## src/rtl/split_bus_arbiter_pkg.sv

```systemverilog
// Shared types and constants for the split-transaction bus arbiter.
// Includes the bus widths, the arbiter state encoding and the host-index width helper.
package split_bus_pkg;

  localparam int BUS_DATA_W = 32;
  localparam int BUS_BE_W   = 4;

  typedef enum logic {
    ST_IDLE   = 1'b0,
    ST_LOCKED = 1'b1
  } state_e;

  // Host index width; a single-bit index is kept even for two hosts.
  function automatic int id_width(input int n);
    return (n > 2) ? $clog2(n) : 1;
  endfunction

endpackage

```

## src/rtl/split_bus_arbiter_if.sv

```systemverilog
// Split-transaction bus bundle with N request lanes sharing one read-data return.
// The master side issues requests; the slave side accepts them and returns responses.
interface split_bus_if #(
    parameter int N = 1
);
    import split_bus_pkg::*;

    logic [N-1:0]            req;
    logic [N-1:0]            ack;
    logic [N-1:0]            we;
    logic [BUS_DATA_W*N-1:0] addr;
    logic [BUS_DATA_W*N-1:0] wdata;
    logic [BUS_BE_W*N-1:0]   be;
    logic [N-1:0]            resp;
    logic [BUS_DATA_W-1:0]   rdata;

    modport master (output req, we, addr, wdata, be, input ack, resp, rdata);
    modport slave  (input req, we, addr, wdata, be, output ack, resp, rdata);
endinterface

```

## src/rtl/split_bus_arbiter_fifo.sv

```systemverilog
// Synchronous FIFO of 2**W entries, B bits wide, with show-ahead read data.
// A write is accepted while full when a read happens in the same cycle.
module split_bus_arbiter_fifo #(
    parameter int B = 1,
    parameter int W = 4
) (
    input  logic         clk_i,
    input  logic         reset,
    input  logic         wr,
    input  logic         rd,
    input  logic [B-1:0] w_data,
    output logic         empty,
    output logic         full,
    output logic [B-1:0] r_data
);
    localparam int DEPTH = 1 << W;

    logic [B-1:0] mem [DEPTH];
    logic [W-1:0] wr_ptr, rd_ptr;
    logic [W:0]   count;
    logic         do_rd, do_wr;

    assign empty  = (count == '0);
    assign full   = (count == (W+1)'(DEPTH));
    assign do_rd  = rd & ~empty;
    assign do_wr  = wr & (~full | do_rd);
    assign r_data = mem[rd_ptr];

    // NOTE: storage has no reset; only pointers and count need defined values.
    always_ff @(posedge clk_i) begin
        if (do_wr) mem[wr_ptr] <= w_data;
    end

    always_ff @(posedge clk_i or posedge reset) begin
        if (reset) begin
            wr_ptr <= '0;
            rd_ptr <= '0;
            count  <= '0;
        end else begin
            if (do_wr) wr_ptr <= wr_ptr + 1'b1;
            if (do_rd) rd_ptr <= rd_ptr + 1'b1;
            case ({do_wr, do_rd})
                2'b10:   count <= count + 1'b1;
                2'b01:   count <= count - 1'b1;
                default: count <= count;
            endcase
        end
    end
endmodule

```

## src/rtl/split_bus_arbiter.sv

```systemverilog
// Round-robin arbiter sharing one split-transaction target among NUM_HOSTS hosts.
// Grants lock until accepted; read responses return in order via a host-ID FIFO.
module split_bus_arbiter
    import split_bus_pkg::*;
#(
    parameter int NUM_HOSTS      = 2,
    parameter int ID_W           = id_width(NUM_HOSTS),
    parameter int ORDER_FIFO_POW = 4
) (
    input  logic       clk_i,
    input  logic       rst_ni,
    split_bus_if.slave  hosts,
    split_bus_if.master target,
    output logic       resp_err
);
    state_e               state_q, state_d;
    logic [ID_W-1:0]      rr_ptr_q, rr_ptr_d, lock_id_q, lock_id_d;
    logic [ID_W-1:0]      win_id, sel_id, head_id;
    logic                 win_valid, sel_valid, accept, push, pop;
    logic                 fifo_full, fifo_empty, resp_err_q, resp_err_d;
    logic [NUM_HOSTS-1:0] eligible;
    int                   idx;

    // Reads need a free ID slot to be issued; writes never do.
    assign eligible = hosts.req & (hosts.we | {NUM_HOSTS{~fifo_full}});

    always_comb begin
        win_valid = 1'b0;
        win_id    = '0;
        idx       = 0;
        for (int k = 0; k < NUM_HOSTS; k++) begin
            idx = int'(rr_ptr_q) + k;
            if (idx >= NUM_HOSTS) idx = idx - NUM_HOSTS;
            if (!win_valid && eligible[idx]) begin
                win_valid = 1'b1;
                win_id    = ID_W'(idx);
            end
        end
    end

    // NOTE: every signal gets a default first so no path leaves it unassigned (no latch).
    always_comb begin
        state_d    = state_q;
        rr_ptr_d   = rr_ptr_q;
        lock_id_d  = lock_id_q;
        resp_err_d = resp_err_q;
        sel_valid  = 1'b0;
        sel_id     = win_id;
        case (state_q)
            ST_IDLE: begin
                sel_valid = win_valid;
                sel_id    = win_id;
            end
            ST_LOCKED: begin
                sel_valid = hosts.req[lock_id_q];
                sel_id    = lock_id_q;
            end
            default: ;
        endcase
        accept = sel_valid & target.ack[0];
        if (accept) begin
            state_d  = ST_IDLE;
            rr_ptr_d = (sel_id == ID_W'(NUM_HOSTS - 1)) ? '0 : sel_id + ID_W'(1);
        end else if (sel_valid) begin
            state_d   = ST_LOCKED;
            lock_id_d = sel_id;
        end else begin
            state_d = ST_IDLE;
        end
        if (target.resp[0] && fifo_empty) resp_err_d = 1'b1;
    end

    assign push = accept & ~hosts.we[sel_id];
    assign pop  = target.resp[0] & ~fifo_empty;

    // Request mux and response demux; everything is held at zero during reset.
    always_comb begin
        target.req   = '0;
        target.we    = '0;
        target.addr  = '0;
        target.wdata = '0;
        target.be    = '0;
        hosts.ack    = '0;
        hosts.resp   = '0;
        hosts.rdata  = '0;
        if (rst_ni) begin
            if (sel_valid) begin
                target.req[0]     = 1'b1;
                target.we[0]      = hosts.we[sel_id];
                target.addr       = hosts.addr[BUS_DATA_W*sel_id +: BUS_DATA_W];
                target.wdata      = hosts.wdata[BUS_DATA_W*sel_id +: BUS_DATA_W];
                target.be         = hosts.be[BUS_BE_W*sel_id +: BUS_BE_W];
                hosts.ack[sel_id] = target.ack[0];
            end
            if (pop) begin
                hosts.resp[head_id] = 1'b1;
                hosts.rdata         = target.rdata;
            end
        end
    end

    // NOTE: state registers use non-blocking assignments so all flops update together.
    always_ff @(posedge clk_i or negedge rst_ni) begin
        if (!rst_ni) begin
            state_q    <= ST_IDLE;
            rr_ptr_q   <= '0;
            lock_id_q  <= '0;
            resp_err_q <= 1'b0;
        end else begin
            state_q    <= state_d;
            rr_ptr_q   <= rr_ptr_d;
            lock_id_q  <= lock_id_d;
            resp_err_q <= resp_err_d;
        end
    end

    assign resp_err = resp_err_q;

    split_bus_arbiter_fifo #(
        .B(ID_W),
        .W(ORDER_FIFO_POW)
    ) u_id_fifo (
        .clk_i  (clk_i),
        .reset  (~rst_ni),
        .wr     (push),
        .rd     (pop),
        .w_data (sel_id),
        .empty  (fifo_empty),
        .full   (fifo_full),
        .r_data (head_id)
    );
endmodule

```

## src/flat_wrapper.sv

```systemverilog
// flat-port wrapper written by rule: the top's interface ports become plain ports
module split_bus_arbiter_flat import split_bus_pkg::*;
#(
    parameter int NUM_HOSTS      = 2,
    parameter int ID_W           = id_width(NUM_HOSTS),
    parameter int ORDER_FIFO_POW = 4
)
  (clk_i, rst_ni, resp_err, hosts_req, hosts_we, hosts_addr, hosts_wdata, hosts_be, hosts_ack, hosts_resp, hosts_rdata, target_req, target_we, target_addr, target_wdata, target_be, target_ack, target_resp, target_rdata);
  split_bus_if #(.N((2))) hosts_i ();
  split_bus_if #(.N(1)) target_i ();
  input  logic clk_i;
  input  logic rst_ni;
  output logic resp_err;
  input wire logic [$bits(hosts_i.req)-1:0] hosts_req;
  input wire logic [$bits(hosts_i.we)-1:0] hosts_we;
  input wire logic [$bits(hosts_i.addr)-1:0] hosts_addr;
  input wire logic [$bits(hosts_i.wdata)-1:0] hosts_wdata;
  input wire logic [$bits(hosts_i.be)-1:0] hosts_be;
  output wire logic [$bits(hosts_i.ack)-1:0] hosts_ack;
  output wire logic [$bits(hosts_i.resp)-1:0] hosts_resp;
  output wire logic [$bits(hosts_i.rdata)-1:0] hosts_rdata;
  output wire logic [$bits(target_i.req)-1:0] target_req;
  output wire logic [$bits(target_i.we)-1:0] target_we;
  output wire logic [$bits(target_i.addr)-1:0] target_addr;
  output wire logic [$bits(target_i.wdata)-1:0] target_wdata;
  output wire logic [$bits(target_i.be)-1:0] target_be;
  input wire logic [$bits(target_i.ack)-1:0] target_ack;
  input wire logic [$bits(target_i.resp)-1:0] target_resp;
  input wire logic [$bits(target_i.rdata)-1:0] target_rdata;
  assign hosts_i.req = hosts_req;
  assign hosts_i.we = hosts_we;
  assign hosts_i.addr = hosts_addr;
  assign hosts_i.wdata = hosts_wdata;
  assign hosts_i.be = hosts_be;
  assign hosts_ack = hosts_i.ack;
  assign hosts_resp = hosts_i.resp;
  assign hosts_rdata = hosts_i.rdata;
  assign target_req = target_i.req;
  assign target_we = target_i.we;
  assign target_addr = target_i.addr;
  assign target_wdata = target_i.wdata;
  assign target_be = target_i.be;
  assign target_i.ack = target_ack;
  assign target_i.resp = target_resp;
  assign target_i.rdata = target_rdata;
  split_bus_arbiter #(.NUM_HOSTS(NUM_HOSTS), .ID_W(ID_W), .ORDER_FIFO_POW(ORDER_FIFO_POW)) u_core (.clk_i(clk_i), .rst_ni(rst_ni), .hosts(hosts_i), .target(target_i), .resp_err(resp_err));
endmodule
```

## config.mk

```make
export PLATFORM = sky130hd
export DESIGN_NAME = split_bus_arbiter_flat
export DESIGN_NICKNAME = d
export VERILOG_FILES = /design/src/rtl/split_bus_arbiter_pkg.sv /design/src/rtl/split_bus_arbiter_if.sv /design/src/rtl/split_bus_arbiter_fifo.sv /design/src/rtl/split_bus_arbiter.sv /design/src/flat_wrapper.sv
export SDC_FILE = /design/constraint.sdc
export NUM_CORES = 1
export LEC_CHECK = 0
export CORE_AREA = 2 2 110 112
export CTS_BUF_LIST = sky130_fd_sc_hd__clkbuf_4
export DETAILED_ROUTE_END_ITERATION = 16
export DIE_AREA = 0 0 112 114
export DONT_BUFFER_PORTS = 1
export MAX_ROUTING_LAYER = met4
export PLACE_DENSITY = 0.46
export RECOVER_POWER = 50
export SYNTH_ARGS = -nofsm -noshare
export SYNTH_HDL_FRONTEND = slang
export SYNTH_HIERARCHICAL = 1
export SYNTH_SLANG_ARGS = --single-unit
```

## constraint.sdc

```tcl
create_clock -name clk_i -period 10.4 [get_ports clk_i]
set_input_delay 0.52 -clock clk_i [delete_from_list [all_inputs] [get_ports clk_i]]
set_output_delay 0.52 -clock clk_i [all_outputs]
set_load 0.05 [all_outputs]
```

; Word-level counts from Yosys, hierarchy flattened
; Memories as Yosys holds them, arrays and structs flattened.
; Cells that the tools add are included.
[totals]
regBits = 17
mem_bits_rw = 16
input_bits = 176
out_inout_bits = 107
elab_cells = 96
n_memories = 1
[mem_list]
columns = name, depth, word_bits, read_ports, rd_ports_with_merged_regs, wr, line
row1 = u_core.u_id_fifo.mem, 16, 1, 1, 0, 1, split_bus_arbiter_fifo.sv:18  ; logic [B-1:0] mem [DEPTH];
[op_classes]
n_addsub = 8
magnitude_cmp = 9
n_eq_ne = 3
shifts = 3
n_mux = 43
bitwise = 14
reduce_logical = 8
[op_table]
columns = operator, n
row1 = 32-bit 2-to-1 mux, 8
row2 = 64-bit by 7-bit variable part select with 32-bit output, 2
row3 = 32-bit by 3-bit < comparator with 1-bit output (second input constant), 2
row4 = 32-bit by 3-bit >= comparator with 1-bit output (second input constant), 1
row5 = 32-bit by 3-bit subtractor with 32-bit output (second input constant), 1
row6 = 1-bit 2-to-1 mux, 24
row7 = 5-bit case mux with 2 select lines, 1
row8 = 4-bit by 1-bit adder with 4-bit output (second input constant), 2
row9 = 2-bit 2-to-1 mux, 4
row10 = 4-bit 2-to-1 mux, 2
row11 = 8-bit by 4-bit variable part select with 4-bit output, 1
row12 = 1-bit by 2-bit < comparator with 1-bit output (second input constant), 3
row13 = 5-bit by 1-bit adder with 5-bit output (second input constant), 1
row14 = 1-bit AND, 5
row15 = 5-bit equality test (second input constant), 1
row16 = 5-bit zero test, 1
row17 = 1-bit NOT, 5
row18 = 5-bit by 1-bit subtractor with 5-bit output (second input constant), 1
row19 = 2-bit AND, 2
row20 = 1-bit logical AND, 4
row21 = 1-bit case mux with 2 select lines, 2
row22 = 1-bit by 2-bit subtractor with 3-bit output (second input constant), 1
row23 = 1-bit by 1-bit adder with 2-bit output (second input constant), 1
row24 = 1-bit demux with 1-bit select, 2
row25 = 10 further kinds, 11

; Depth between registers and ports, before layout
; Gate-level depths: netlist of run 1.
[logic_depth]
word_depth = 19
depth_mapped = 17
ltp_nobuf = 15

; Hierarchy
; The synthesis of run 1 kept the hierarchy.
[by_module_without_submodules]
columns = mod, n_inst, cells_per_inst, area_each_um2, seq_area_each_um2
row1 = split_bus_arbiter, 1, 219, 1840.5, 100.1
row2 = split_bus_arbiter_fifo, 1, 133, 1614.0, 805.8

; Worst setup path before layout of run 1
; OpenSTA, ideal clock, no wires.
[synth_timing]
path_type = register to register
startpoint = reg u_core.u_id_fifo.count[1]
endpoint = reg u_core.u_id_fifo.count[4]
setup_ns = 0.087
t_arrival_ns = 3.570
t_required_ns = 10.313
slack_ns = 6.744
path_stages_with_launch = 16
n_path_buf = 2
period_less_slack_ns = 3.656
path_cell_list = dfrtp_1 or4_4 buf_6 nor2_1 nand2b_1 a32oi_2 buf_12 mux2i_1 and3_1 nand2b_1 a21o_1 fa_1 nand2b_1 a2111o_1 o31a_1 o211ai_1
[synth_via]
elab_chain_len = 19
word_cells_on_any_way = 35
classes_between = add/sub (2) / eq/ne (3) / mux (15) / bitwise (11) / reduce/logical (4)
[synth_rtl]
columns = item, line
row1 = from (decl), split_bus_arbiter_fifo.sv:20  ; logic [W:0] count;
row2 = from (signal assigned), split_bus_arbiter_fifo.sv:43  ; 2'b10: count <= count + 1'b1;
row3 = from (signal assigned), split_bus_arbiter_fifo.sv:44  ; 2'b01: count <= count - 1'b1;
row4 = from (signal assigned), split_bus_arbiter_fifo.sv:45  ; default: count <= count;
row5 = 5-bit equality test (*), split_bus_arbiter_fifo.sv:24  ; assign full = (count == (W+1)'(DEPTH));
row6 = via u_core.fifo_full, split_bus_arbiter.sv:20  ; logic fifo_full, fifo_empty, resp_err_q, resp_err_d;
row7 = 1-bit NOT (*), split_bus_arbiter.sv:25  ; assign eligible = hosts.req & (hosts.we | {NUM_HOSTS{~fifo_full}});
row8 = 2-bit bitwise OR (*), split_bus_arbiter.sv:25
row9 = 2-bit AND (*), split_bus_arbiter.sv:25
row10 = 1-bit 2-to-1 mux (implied by the code) (3 in series), split_bus_arbiter.sv:34  ; if (!win_valid && eligible[idx]) begin
row11 = 1-bit 2-to-1 mux, split_bus_arbiter.sv:34
row12 = 1-bit zero test, split_bus_arbiter.sv:34
row13 = [... 2 more ...], -
row14 = 1-bit case mux with 2 select lines, split_bus_arbiter.sv:49  ; case (state_q)
row15 = 1-bit 2-to-1 mux (implied by the code) (2 in series), split_bus_arbiter.sv:73  ; assign push = accept & ~hosts.we[sel_id];
row16 = 1-bit NOT, split_bus_arbiter.sv:73
row17 = 1-bit AND (*), split_bus_arbiter.sv:73
row18 = via u_core.push, split_bus_arbiter.sv:19  ; logic win_valid, sel_valid, accept, push, pop;
row19 = 1-bit AND (*), split_bus_arbiter_fifo.sv:26  ; assign do_wr = wr & (~full | do_rd);
row20 = 2-bit by 1-bit equality test with 1-bit output or 2-bit equality test (tied branches), split_bus_arbiter_fifo.sv:42  ; case ({do_wr, do_rd})
row21 = 5-bit case mux with 2 select lines or 2-bit nonzero test (tied branches), -
; Mark *: on every way through the listed nets, which the timed path passes. The rest lies on a longest branch. The select of a mux whose other input is x is not followed.
; A chain may end at the register's enable or synchronous reset.

; Worst setup path in the final report of run 1
[layout_timing]
startpoint = reg u_core.u_id_fifo.count[1]
endpoint = out target_addr[5]
[layout_via]
elab_chain_len = 15
word_cells_on_any_way = 21
classes_between = eq/ne (1) / shift (1) / mux (14) / bitwise (3) / reduce/logical (2)
[layout_rtl]
columns = item, line
row1 = 5-bit equality test (*), split_bus_arbiter_fifo.sv:24
row2 = via u_core.fifo_full, split_bus_arbiter.sv:20
row3 = 1-bit NOT (*), split_bus_arbiter.sv:25
row4 = 2-bit bitwise OR (*), split_bus_arbiter.sv:25
row5 = 2-bit AND (*), split_bus_arbiter.sv:25
row6 = 1-bit 2-to-1 mux (implied by the code) (3 in series), split_bus_arbiter.sv:34
row7 = 1-bit 2-to-1 mux, split_bus_arbiter.sv:34
row8 = 1-bit zero test, split_bus_arbiter.sv:34
row9 = 1-bit logical AND, split_bus_arbiter.sv:34
row10 = 1-bit 2-to-1 mux, split_bus_arbiter.sv:34
row11 = 1-bit case mux with 2 select lines, split_bus_arbiter.sv:49
row12 = 64-bit by 7-bit variable part select with 32-bit output, split_bus_arbiter.sv:90  ; target.addr = hosts.addr[BUS_DATA_W*sel_id +: BUS_DATA_W];
row13 = 32-bit 2-to-1 mux (*), split_bus_arbiter.sv:87  ; if (sel_valid) begin
row14 = 32-bit 2-to-1 mux (*), split_bus_arbiter.sv:86  ; if (rst_ni) begin
row15 = to (decl), flat_wrapper.sv:24  ; output wire logic [$bits(target_i.addr)-1:0] target_addr;
; Marks and branches as above.

==> impl_metrics.toml, run 1 <==
[finish]
final_util_pct = 29.9
finalInstanceArea_mm2 = 0.00350
layout.cells.non_filler = 488
drive_gt1_share_pct = 27.4
area_delta_synth_final_pct = 1.23
fillers = 1235
fin_nets = 524

[setup_path]
critPathMaxFanout = 72
required_ns = 9.88
start_kind = "flip-flop"
crit_path_cell_trace = "or4_1 -> nor2_1 -> nand2b_1 -> a32oi_4 -> buf_4 -> mux2i_1 -> nor2_2"
cp_num_buf_inv = 1
timing.rr.start = "u_core/u_id_fifo/count[1]"
crit_arrival_ns = 3.99
cp_top_family = "simple AND/OR/NAND/NOR gates"
critPathMaxStageDelay_ns = 0.88
cp-end-kind = "primary output"
crit_slowest_cell = "buf_4"
cp.depth = 7
cp-startpoint = "u_core/u_id_fifo/count[1]"
critPathKind = "flip-flop to primary output"
r2r_cells = 14

[global_routing]
grt-ovfl-total = 0
grt_pass1_vias = 2582
track_usage_pct = 19.0
antenna_found_initial = 1
grt_pass1_wl_um = 17200
grt_max_degree = 73

[cts]
ctsRootBufferMaster = "clkbuf_4"
clockBufferDepth = 2
numClockSinks = 33
cts_tree = "built"
clock_latency_ns = 0.34
htree_levels = 2
cts_buffers = 5
clk_pin_slew_worst_paths_ns = 0.12

[drt]
drtIter0Drc = 106
viasPerCell = 5.32
drc = 0
via_count = 2597
route.final.wire_length_um = 12700
wl_per_cell_um = 26.0
ant_nets = 0
dr.pass1.iters = 4

[status]
outcome = "finished with violations"
failed_checks = "max-capacitance violations, max-slew violations"

[floorplanning]
dieArea_mm2 = 0.0128
die-width_um = 112
num_io_pins = 283
rows = 40
initial_core_util_pct = 29.5
core_mm2 = 0.0117
die_h_um = 114

[yosys]
yosys_warnings = 6
synth_edf_count = 16
yosysTopAreaCell = "mux2i_1"
synth_ff_type = "dfrtp_1"
syn_area_per_cell_um2 = 9.81
yosysTopAreaCellShare_pct = 20.6
ys_ff_latch = 33
ys_types = 54
mappedNetlistArea_mm2 = 0.00345
seq_area_frac_synth_pct = 26.2
async_reset_ff_share_pct = 51.5
syn_nets = 537
synthCells = 352
netlist_top_cells_area = "mux2i_1, edfxtp_1, dfrtp_1"

[timing]
hold_violations = 0
min_period_ns = 4.51
max_slew_margin_pct = -1.13
finalHoldWorstSlack_ns = 0.156
tns_ns = 0
fin_skew_ns = 0.0145
fin_ws_ns = 5.89
worst_slew_pin_slew_ns = 1.51
fin_crit_sh_pct = 43.4
final-setup-viol-count = 0
rsz0062_at_grt = "no"
fmax_mhz = 222
report.final.slew_viol_count = 1

[placed_design]
place.gp.congestion = 0.890
portBuffers = 0
place_area_mm2 = 0.00344
hpwlAfterDp_um = 10700
placedCellCount = 478
place_ws_ns = 6.29

[power_and_ir_drop]
pwr-share-seq_pct = 24.7
p_switching_uw = 524
fin_total_pwr_uw = 936
p_clk_share_pct = 10.5
p_per_area_mw_per_mm2 = 268
power.leakage_nw = 1.60
sw_frac_of_total_pct = 56.0
ir_drop_v = 0.0000917
intPower_uw = 412
p_comb_share_pct = 64.9

[job]
drv_cap = 1

[hold_path]
hp-class = "input port to asynchronous set/reset pin"
==> cells in the final DEF, fill, tap and decap left out, drive strengths merged, types with 6 or more instances in the layout <==
cell type  netlist  layout
nand2            8       8
and3            35      35
nor2            77      77
inv             14      14
edfxtp          16      16
xnor2            7       7
clkbuf           8       6
ha               8       8
dfrtp           17      17
mux2i           71      71
and2            16      16
==> state kept, by name, indices dropped and copies added (netlist names) <==
register,cells
u_core/lock_id_q,1
u_core/resp_err,1
u_core/rr_ptr_q,1
u_core/state_q,1
u_core/u_id_fifo/count,5
u_core/u_id_fifo/mem,16
u_core/u_id_fifo/rd_ptr,4
u_core/u_id_fifo/wr_ptr,4
==> synth_stat cells, types with 2 or more instances <==
| cell type | count |
|---|---|
| buf_4 | 7 |
| clkbuf_1 | 8 |
| xnor2_1 | 7 |
| o21ai_0 | 2 |
| ha_1 | 8 |
| mux4_2 | 5 |
| xor2_1 | 2 |
| nand2b_1 | 4 |
| o22ai_1 | 2 |
| nand2_1 | 7 |
| nor2_2 | 67 |
| edfxtp_1 | 16 |
| and3_1 | 34 |
| dfrtp_1 | 17 |
| buf_12 | 8 |
| nor3b_1 | 4 |
| nor2b_1 | 2 |
| a21oi_1 | 3 |
| mux2i_1 | 71 |
| and2_1 | 16 |
| inv_1 | 13 |
| nor2_1 | 10 |
| a21o_1 | 3 |
| o211ai_1 | 3 |
| nand3_1 | 2 |
| mux2_2 | 3 |
==> worst paths after layout <==
kind	to	slack, ns
worst max-delay path	target_addr[5]	5.89
worst min-delay path	u_core/u_id_fifo/wr_ptr[1]	0.16
worst max register to register	u_core/u_id_fifo/count[4]	6.32
worst min register to register	u_core/u_id_fifo/rd_ptr[3]	0.49
max in group asynchronous	u_core/lock_id_q	9.71
min in group clk_i	u_core/state_q	0.24
==> cell type report <==
| type | count | area, um^2 | share of cell area, % |
|---|---|---|---|
| diodes | 1 | 2.50 | 0.0716 |
| clock buffers | 5 | 37.5 | 1.07 |
| clock inverters | 3 | 46.3 | 1.32 |
| inverters | 14 | 52.6 | 1.50 |
| multi-input cells | 281 | 2240 | 64.0 |
| flip-flops and latches | 33 | 906 | 25.9 |
| well taps | 147 | 184 | 5.26 |
| repair buffers | 4 | 28.8 | 0.823 |
==> layer usage <==
| metal | GRT usage, % | vias to the layer above | wire length, um |
|---|---|---|---|
| met2 | 27.5 | 135 | 5510 |
| met1 | 23.2 | 1240 | 5330 |
| li1 | - | 1214 | - |
| met5 | - | - | 0 |
| met3 | 10.9 | 8 | 1680 |
| met4 | 3.66 | 0 | 139 |
==> power by group through the flow <==
stage	registers [mW]	logic [mW]	clock network, mW
6_report	0.231	0.607	0.0979
3_3_place_gp	0.234	0.608	0
2_1_floorplan	0.217	0.574	0
5_1_grt	0.239	0.648	0.107
3_5_place_dp	0.236	0.613	0
4_1_cts	0.234	0.614	0.101
==> cell families (layout without fill, tap and decap cells) <==
group	Yosys count	after routing	synth area share, %
other	0	1	0
DFF	33	33	26.2
muxes	79	79	24.8
AOI/OAI and AO/OA	27	27	6.41
adders and majority gates	9	9	3.48
and+or+nand+nor	157	157	27.9
buffers and inverters	38	26	8.87
xor gates and xnor gates	9	9	2.28
==> timing repair <==
item | 4_1_cts | 5_1_grt
setup buffers | 0 | 0
endpoints found under the hold margin | 4 | 0
gates resized for setup | 0 | 0
hold buffers | 1 | 0
Power figures use the tool's default switching activity.
==> run 2, diff against run 1 <==
--- a/config.mk
+++ b/config.mk
@@ -5,13 +5,13 @@
 export SDC_FILE = /design/constraint.sdc
 export NUM_CORES = 1
 export LEC_CHECK = 0
-export CORE_AREA = 2 2 110 112
+export CORE_AREA = 2 2 109 111
 export CTS_BUF_LIST = sky130_fd_sc_hd__clkbuf_4
 export DETAILED_ROUTE_END_ITERATION = 16
-export DIE_AREA = 0 0 112 114
+export DIE_AREA = 0 0 111 113
 export DONT_BUFFER_PORTS = 1
 export MAX_ROUTING_LAYER = met4
-export PLACE_DENSITY = 0.46
+export PLACE_DENSITY = 0.49
 export RECOVER_POWER = 50
 export SYNTH_ARGS = -nofsm -noshare
 export SYNTH_HDL_FRONTEND = slang
==> constraint.sdc (replaced) <==
create_clock -name clk_i -period 4 [get_ports clk_i]
set_input_delay 0.2 -clock clk_i [delete_from_list [all_inputs] [get_ports clk_i]]
set_output_delay 0.2 -clock clk_i [all_outputs]
set_load 0.05 [all_outputs]
==> run 2 against run 1 <==
The flow now finishes without violations. Sequential cell count is the same. Routed wire length shrank 1.2%. Clock-buffer cell count is 1 higher. Non-clock buffer count up 18. Register-to-register slack worse by 6.0 ns. Highest routed layer unchanged. Power rose to 2.6 times the previous value. Sequential share of layout area decreased by 0.91 points.
==> impl_metrics.toml, run 2 (synthesized netlist as in run 1, its figures left out) <==
[cts]
clockBufferDepth = 2
clk_pin_slew_worst_paths_ns = 0.10
cts_tree = "built"
cts_buffers = 5
ctsRootBufferMaster = "clkbuf_4"
clock_latency_ns = 0.32
cts_setup_buffers = 0
numClockSinks = 33
htree_levels = 2

[setup_path]
critPathKind = "flip-flop to primary output"
crit_slowest_cell = "buf_6"
critPathMaxStageDelay_ns = 0.63
required_ns = 3.80
start_kind = "flip-flop"
cp_top_family = "simple AND/OR/NAND/NOR gates"
critPathMaxFanout = 72
crit_path_cell_trace = "or4_4 -> nor2_2 -> nand2b_1 -> a32oi_4 -> buf_6 -> mux2i_1 -> nor2_2"
crit_path_frequent_cell = "nor2_2"
cp-end-kind = "primary output"
crit_arrival_ns = 3.52
cp_num_buf_inv = 1

[placed_design]
hpwlAfterDp_um = 10500
place.gp.congestion = 0.942
portBuffers = 0

[finish]
area_delta_synth_final_pct = 4.93
final_util_pct = 32.2
top_register = "u_core/u_id_fifo/mem"
fin_nets = 542
largest_reg_flops = 16
mostFrequentLayoutCell = "mux2i_1"
drive_gt1_share_pct = 31.3
mostFrequentLayoutCells = "mux2i_1, nor2_2, and3_1"
top_regs = "u_core/u_id_fifo/mem x16, u_core/u_id_fifo/count x5"

[floorplanning]
rows = 39
die_h_um = 113
num_io_pins = 283
dieArea_mm2 = 0.0125
die-width_um = 111
core_mm2 = 0.0113
initial_core_util_pct = 30.6

[timing]
fmax_mhz = 269
fin_crit_sh_pct = 93.1
rsz0062_at_grt = "no"
tns_ns = 0
hold_violations = 0
max_slew_margin_pct = 7.76
fin_skew_ns = 0.00739
min_period_ns = 3.72
worst_slew_pin_slew_ns = 1.38
report.final.slew_viol_count = 0
final-setup-viol-count = 0

[drt]
drc = 0
dr.pass1.iters = 6
route.final.wire_length_um = 12500
via_count = 2723
ant_nets = 0
wl_per_cell_um = 24.9
viasPerCell = 5.41
drtIter0Drc = 135

[global_routing]
grt_max_degree = 73
track_usage_pct = 19.6
grt_pass1_wl_um = 17900
grt_pass1_vias = 2699
antenna_found_initial = 2
grt-ovfl-total = 0

[power_and_ir_drop]
p_per_area_mw_per_mm2 = 660
power.leakage_nw = 1.69
ir_drop_v = 0.000249

[hold_path]
hp-class = "input port to flip-flop"

[job]
drv_cap = 0

[status]
outcome = "finished clean"
-- run 2: changes by cell type in the layout (fill, tap and decap cells not counted), sizes merged --
cell,delta
clkinvlp,-1
buf,+15
diode,+1
clkbuf,+2
dlygate4sd3,+2
bufinv,-1
clkinv,+1
-- run 2: timing repair --
action | in CTS | in global routing
gates resized for setup | 1 | 2
setup endpoints to repair | 8 | 1
hold buffers | 3 | 0
endpoints found under the hold margin | 19 | 0
-- run 2: final timing paths --
| kind | from | end | slack (ns) | cells past startpoint |
|---|---|---|---|---|
| max in group asynchronous | rst_ni | u_core/u_id_fifo/wr_ptr[0] | 2.92 | 3 |
| min reg2reg | u_core/u_id_fifo/rd_ptr[3] | u_core/u_id_fifo/rd_ptr[3] | 0.49 | 1 |
| max | u_core/u_id_fifo/count[1] | target_wdata[27] | 0.28 | 7 |
| min in group asynchronous | rst_ni | u_core/resp_err | 0.19 | 1 |
| max reg2reg | u_core/u_id_fifo/count[1] | u_core/u_id_fifo/count[4] | 0.33 | 14 |
| min | target_ack | u_core/rr_ptr_q | 0.09 | 2 |
-- run 2: where the power goes --
part	switching [mW]	internal [mW]
logic	1.10	0.508
registers	0.137	0.462
clock network	0.110	0.0737
total	1.35	1.04
-- run 2: area by class of cell --
| class | count | area (um^2) |
|---|---|---|
| sequential | 33 | 906 |
| inverter | 14 | 52.6 |
| fill | 1180 | 7650 |
| clock inverter | 2 | 10.0 |
| multi-input combinational | 281 | 2250 |
| antenna | 2 | 5.00 |
| tap | 143 | 179 |
| timing repair buffer | 22 | 173 |
| clock buffer | 6 | 45.0 |
-- run 2: layer usage --
metal	wire [um]	global-route usage, %
met5	0	-
met4	193	4.67
met3	1460	10.3
met2	5630	28.5
met1	5230	24.0
-- run 2: per-stage QoR --
step / worst slack [ns] / std cells / total power, mW / hold slack (ns) / instance area [um^2]
floorplan: 0.344 / 352 / 2.06 / -0.0956 / 3450
global placement: 0.360 / 490 / 2.21 / -0.0947 / 3560
detailed placement: 0.306 / 490 / 2.24 / -0.0947 / 3560
CTS: 0.210 / 501 / 2.43 / 0.0626 / 3650
global route: 0.0295 / 503 / 2.55 / 0.0699 / 3620
finish: 0.277 / 503 / 2.39 / 0.0872 / 3620
